<file path="config.mk">
export PLATFORM = sky130hd
export DESIGN_NAME = binary2bcd_seq_wfs
export DESIGN_NICKNAME = d
export VERILOG_FILES = /design/src/rtl/binary2bcd_seq_wfs.sv
export SDC_FILE = /design/constraint.sdc
export NUM_CORES = 1
export LEC_CHECK = 0
export CELL_PAD_IN_SITES_DETAIL_PLACEMENT = 1
export CELL_PAD_IN_SITES_GLOBAL_PLACEMENT = 1
export CORE_ASPECT_RATIO = 1.2
export CORE_MARGIN = 5
export CORE_UTILIZATION = 45
export CTS_CLUSTER_DIAMETER = 100
export CTS_CLUSTER_SIZE = 10
export DETAILED_ROUTE_END_ITERATION = 10
export GPL_TIMING_DRIVEN = 0
export PLACE_DENSITY_LB_ADDON = 0.1
export SYNTH_ARGS = -nofsm -noshare
export SYNTH_HDL_FRONTEND = slang
export SYNTH_SLANG_ARGS = --single-unit
</file>
<file path="constraint.sdc">
create_clock -name clk -period 5.1 [get_ports clk]
set_clock_uncertainty 0.05 [all_clocks]
set_input_delay 0.765 -clock clk [delete_from_list [all_inputs] [get_ports clk]]
set_output_delay 0.765 -clock clk [all_outputs]
set_load 0.005 [all_outputs]
</file>
<file path="src/rtl/binary2bcd_seq_wfs.sv">
// ============================================================================
// binary2bcd_seq_wfs : sequential shift-and-add-3 binary-to-BCD converter.
// Optional build macro BIN2BCD_SAT_EN: saturate bcd_wfs to all 9s on overflow.
// Revision: 1.0
// ============================================================================
`default_nettype none

module binary2bcd_seq_wfs #(
   parameter int BIN_W  = 14,
   parameter int DIGITS = 4
) (
   input  logic                  clk,
   input  logic                  clr,
   input  logic                  start,
   input  logic [BIN_W-1:0]      binary_wfs,
   output logic                  busy,
   output logic                  done,
   output logic [4*DIGITS-1:0]   bcd_wfs,
   output logic                  ovf
);

   localparam int BCD_W  = 4 * DIGITS;
   localparam int ITER_W = $clog2(BIN_W + 1);
   localparam int CMP_W  = BIN_W + BCD_W;
   localparam logic [CMP_W-1:0]  LIMIT = CMP_W'(10 ** DIGITS);
   localparam logic [ITER_W-1:0] LAST  = ITER_W'(BIN_W - 1);

   typedef enum logic [0:0] {
      IDLE  = 1'b0,
      SHIFT = 1'b1
   } state_t;

   state_t              state;
   state_t              state_nxt;
   logic                load;
   logic                last;

   logic [BIN_W-1:0]    bin_sr;
   logic [BCD_W-1:0]    scratch;
   logic [ITER_W-1:0]   iter;
   logic                ovf_p;
   logic                ovf_cmp;
   logic [BCD_W-1:0]    adj;
   logic [BCD_W-1:0]    shifted;
   logic [BCD_W-1:0]    result;

   // Digit correction: no carry between digits, each nibble is independent.
   for (genvar d = 0; d < DIGITS; d++) begin : g_digit
      assign adj[4*d +: 4] = (scratch[4*d +: 4] >= 4'd5) ?
                             (scratch[4*d +: 4] + 4'd3) : scratch[4*d +: 4];
   end

   // Top bit of the top digit falls off, which yields value mod 10**DIGITS.
   assign shifted = {adj[BCD_W-2:0], bin_sr[BIN_W-1]};
   assign ovf_cmp = ({{BCD_W{1'b0}}, binary_wfs} >= LIMIT);

`ifdef BIN2BCD_SAT_EN
   assign result = ovf_p ? {DIGITS{4'h9}} : shifted;
`else
   assign result = shifted;
`endif

   always_ff @(posedge clk or posedge clr) begin
      if (clr) begin
         state <= IDLE;
      end else begin
         state <= state_nxt;
      end
   end

   always_comb begin
      state_nxt = state;
      load      = 1'b0;
      last      = 1'b0;
      busy      = 1'b0;
      case (state)
         IDLE: begin
            if (start) begin
               load      = 1'b1;
               state_nxt = SHIFT;
            end
         end
         SHIFT: begin
            busy = 1'b1;
            if (iter == LAST) begin
               last      = 1'b1;
               state_nxt = IDLE;
            end
         end
         default: begin
            state_nxt = IDLE;
         end
      endcase
   end

   always_ff @(posedge clk or posedge clr) begin
      if (clr) begin
         bin_sr  <= '0;
         scratch <= '0;
         iter    <= '0;
         ovf_p   <= 1'b0;
         done    <= 1'b0;
         bcd_wfs <= '0;
         ovf     <= 1'b0;
      end else begin
         done <= 1'b0;
         if (load) begin
            scratch <= '0;
            bin_sr  <= binary_wfs;
            iter    <= '0;
            ovf_p   <= ovf_cmp;
         end else if (state == SHIFT) begin
            scratch <= shifted;
            bin_sr  <= bin_sr << 1;
            iter    <= iter + ITER_W'(1);
            if (last) begin
               done    <= 1'b1;
               bcd_wfs <= result;
               ovf     <= ovf_p;
            end
         end
      end
   end

endmodule

`default_nettype wire
</file>
==> flow_summary.yaml <==
grt:
  grt_first_pass_wirelength_um: 10100
  grt_pass1_vias: 2100
  grtUsageMet3: 0.0259
  grtUsageTotal: 0.170
  grt_max_degree: 41
  antenna_found_initial: 0
  grt_util_met2: 0.309
  gr-usage-met1: 0.209
  grt.busiest_layer: "met2"
  grt_overflow: 0
clock_network:
  clock_sinks: 54
  clock_latency_ns: 0.30
  holdBufCountCts: 0
  cts_setup_buffers: 0
  clockBufferDepth: 2
  post_cts_resized: 0
  htreeDepth: 2
  numCtsBuffers: 5
  cts-root-buf: "clkbuf_8"
  path_clk_slew_ns: 0.10
  cts_tree: "built"
layout:
  n_antenna_cell: 0
  syn2layout_area_growth_pct: 20.3
  finish.utilization: 0.561
  multi_input_area_mm2: 0.00120
  most-common-layout-cells: "dfrtp_1 (54), nand2_1 (41), clkdlybuf4s50_1 (34), o21ai_1 (27), mux2i_1 (25)"
  finalNetCount: 326
  drive_gt1_frac: 0.0970
  register_area_mm2: 0.00135
  nFillCells: 658
  mostFrequentLayoutCell: "dfrtp_1"
floorplanning:
  initial_utilization: 0.466
  fp.dieW_um: 80.2
  ioPinCount: 36
  die_height_um: 94.2
  coreArea_mm2: 0.00571
  die-area_mm2: 0.00756
  num_rows: 30
sta:
  holdWs_ns: 0.440
  hold_violations: 0
  fmax_mhz: 484
  fin_tns_setup_ns: 0
  min_period_ns: 2.07
  min_period_over_period: 0.405
  setup_viol: 0
  maxSlewHeadroom: 0.679
  worstMarginPinSlew_ns: 0.482
  rsz0062_at_grt: "no"
  final_max_slew_viol_count: 0
routing:
  wire_per_inst_um: 15.2
  routed_wl_um: 5780
  ant_nets: 0
  vias: 1950
  drc_errors: 0
  drt_iter0_markers: 61
  first_pass_iters: 4
  viasPerCell: 5.15
yosys:
  synthTopCellsByArea: "dfrtp_1 (51%), mux2i_1 (9.4%), nand2_1 (5.8%), o21ai_1 (5.1%), ha_1 (4.7%)"
  synth_warnings: 0
  synth_top_cell_by_area: "dfrtp_1"
  synth_cell_types: 28
  syn_area_mm2: 0.00266
  synth_top_area_frac: 0.508
  netlist_instances: 257
  synth_nets: 284
  synth-seq-cells: 54
  syn_avg_cell_area_um2: 10.4
  seq_area_frac_synth: 0.508
setup_path:
  r2r_cells: 6
  crit_family: "buffers and inverters"
  critical_path.max_stage_delay_ns: 0.53
  worstSetupPathType: "register to primary output"
  worstPathArrival_ns: 1.25
  worstPathMaxFanout: 4
  r2r_setup_slack_ns: 3.41
  critPathRequiredTime_ns: 4.28
  end_kind: "primary output"
  path_cells: "clkdlybuf4s50_1"
  cp_slowest_cell: "clkdlybuf4s50_1"
  crit_path_start_kind: "register"
  reg2reg_from: "scratch[4]$_DFFE_PP0P_"
  r2r-end: "scratch[6]$_DFFE_PP0P_"
  path_buf_inv: 1
min_path:
  hold_class: "register to register"
  min_from: "bcd_wfs[7]$_DFFE_PP0P_"
  min_path_cells: 2
  hold_end: "bcd_wfs[7]$_DFFE_PP0P_"
status:
  outcome: "completed"
placement:
  port_buffers: 34
  place_congestion: 0.769
  dpl.hpwl_um: 4280
power_and_ir_drop:
  vdd_drop_max_mv: 0.248
  p_per_area_mw_per_mm2: 568
  leakagePower_nw: 1.51
job:
  drv_cap: 0
-- area by class of cell --
cell class / instances / share of cell area
sequential: 54 / 0.422
multi-input combinational: 180 / 0.374
timing repair buffer: 35 / 0.113
tap: 80 / 0.0313
buffer: 12 / 0.0219
clock buffer: 5 / 0.0215
inverter: 11 / 0.0129
clock inverter: 2 / 0.00313
-- Yosys cell counts --
library cell,n
a21oi_1,7
a21oi_2,4
a22o_1,1
buf_2,5
buf_4,3
buf_6,1
clkbuf_1,3
dfrtp_1,54
ha_1,10
inv_1,11
mux2_2,1
mux2_4,4
mux2i_1,25
nand2_1,41
nand2b_1,13
nand2b_2,1
nand3_1,6
nand4_1,1
nor2_1,3
nor2_2,1
nor2b_1,1
nor3b_1,11
nor4_1,1
o21ai_0,11
o21ai_1,27
o31ai_1,3
or2b_1,3
xnor2_1,5
-- sequential cells by signal (all words and copies together), names as in the netlist --
name,flops
done,1
scratch,16
state,1
iter,4
ovf,1
ovf_p,1
bcd_wfs,16
bin_sr,14
-- worst reg2reg max path, stage by stage, from the launching register on --
cell and delay (ns):
dfrtp_1 0.43, inv_1 0.11, ha_1 0.25, nand2b_1 0.11, a21oi_2 0.21, mux2_4 0.33
mux2i_1 0.13
-- logic make-up after synthesis --
group / count (synthesis) / share of synthesized area
AND/OR/NAND/NOR: 82 / 0.156
flip-flops: 54 / 0.508
AO/OA/AOI/OAI: 53 / 0.110
multiplexers: 30 / 0.121
buffers and inverters: 23 / 0.0419
adder cells (fa/ha/maj): 10 / 0.0470
XOR/XNOR: 5 / 0.0165
-- metrics by stage --
stage	setup slack (ns)	total power [W]	instances	instance area, um2
after floorplan	2.97	0.00132	257	2660
after global placement	1.88	0.00157	371	3100
after detailed placement	2.91	0.00161	372	3120
after CTS	3.02	0.00185	379	3200
after global routing	2.97	0.00199	379	3200
final	3.03	0.00182	379	3200
-- routing by layer --
layer,routed length (um),share of wire
met3,154,0.027
met5,0,0
met4,65,0.011
met1,2650,0.46
met2,2910,0.50
-- power by group --
group / internal [W] / switching [W] / leakage, nW
clock network: 0.0000927 / 0.000136 / 0.0438
logic: 0.000436 / 0.000407 / 0.777
registers: 0.000605 / 0.000141 / 0.692
total: 0.00113 / 0.000685 / 1.51
-- how the worst max path moves through the flow --
stage / cells past startpoint / startpoint / slack, ns / to
detailed placement: 5 / binary_wfs[6] / 2.91 / ovf_p$_DFFE_PP0P_
global placement: 2 / clr / 1.88 / bcd_wfs[15]$_DFFE_PP0P_
floorplan: 1 / clr / 2.97 / bcd_wfs[0]$_DFFE_PP0P_
finish: 1 / state$_DFF_PP0_ / 3.03 / busy
CTS: 1 / state$_DFF_PP0_ / 3.02 / busy
global route: 1 / state$_DFF_PP0_ / 2.97 / busy
No activity file was read; power rests on OpenSTA's default activity.
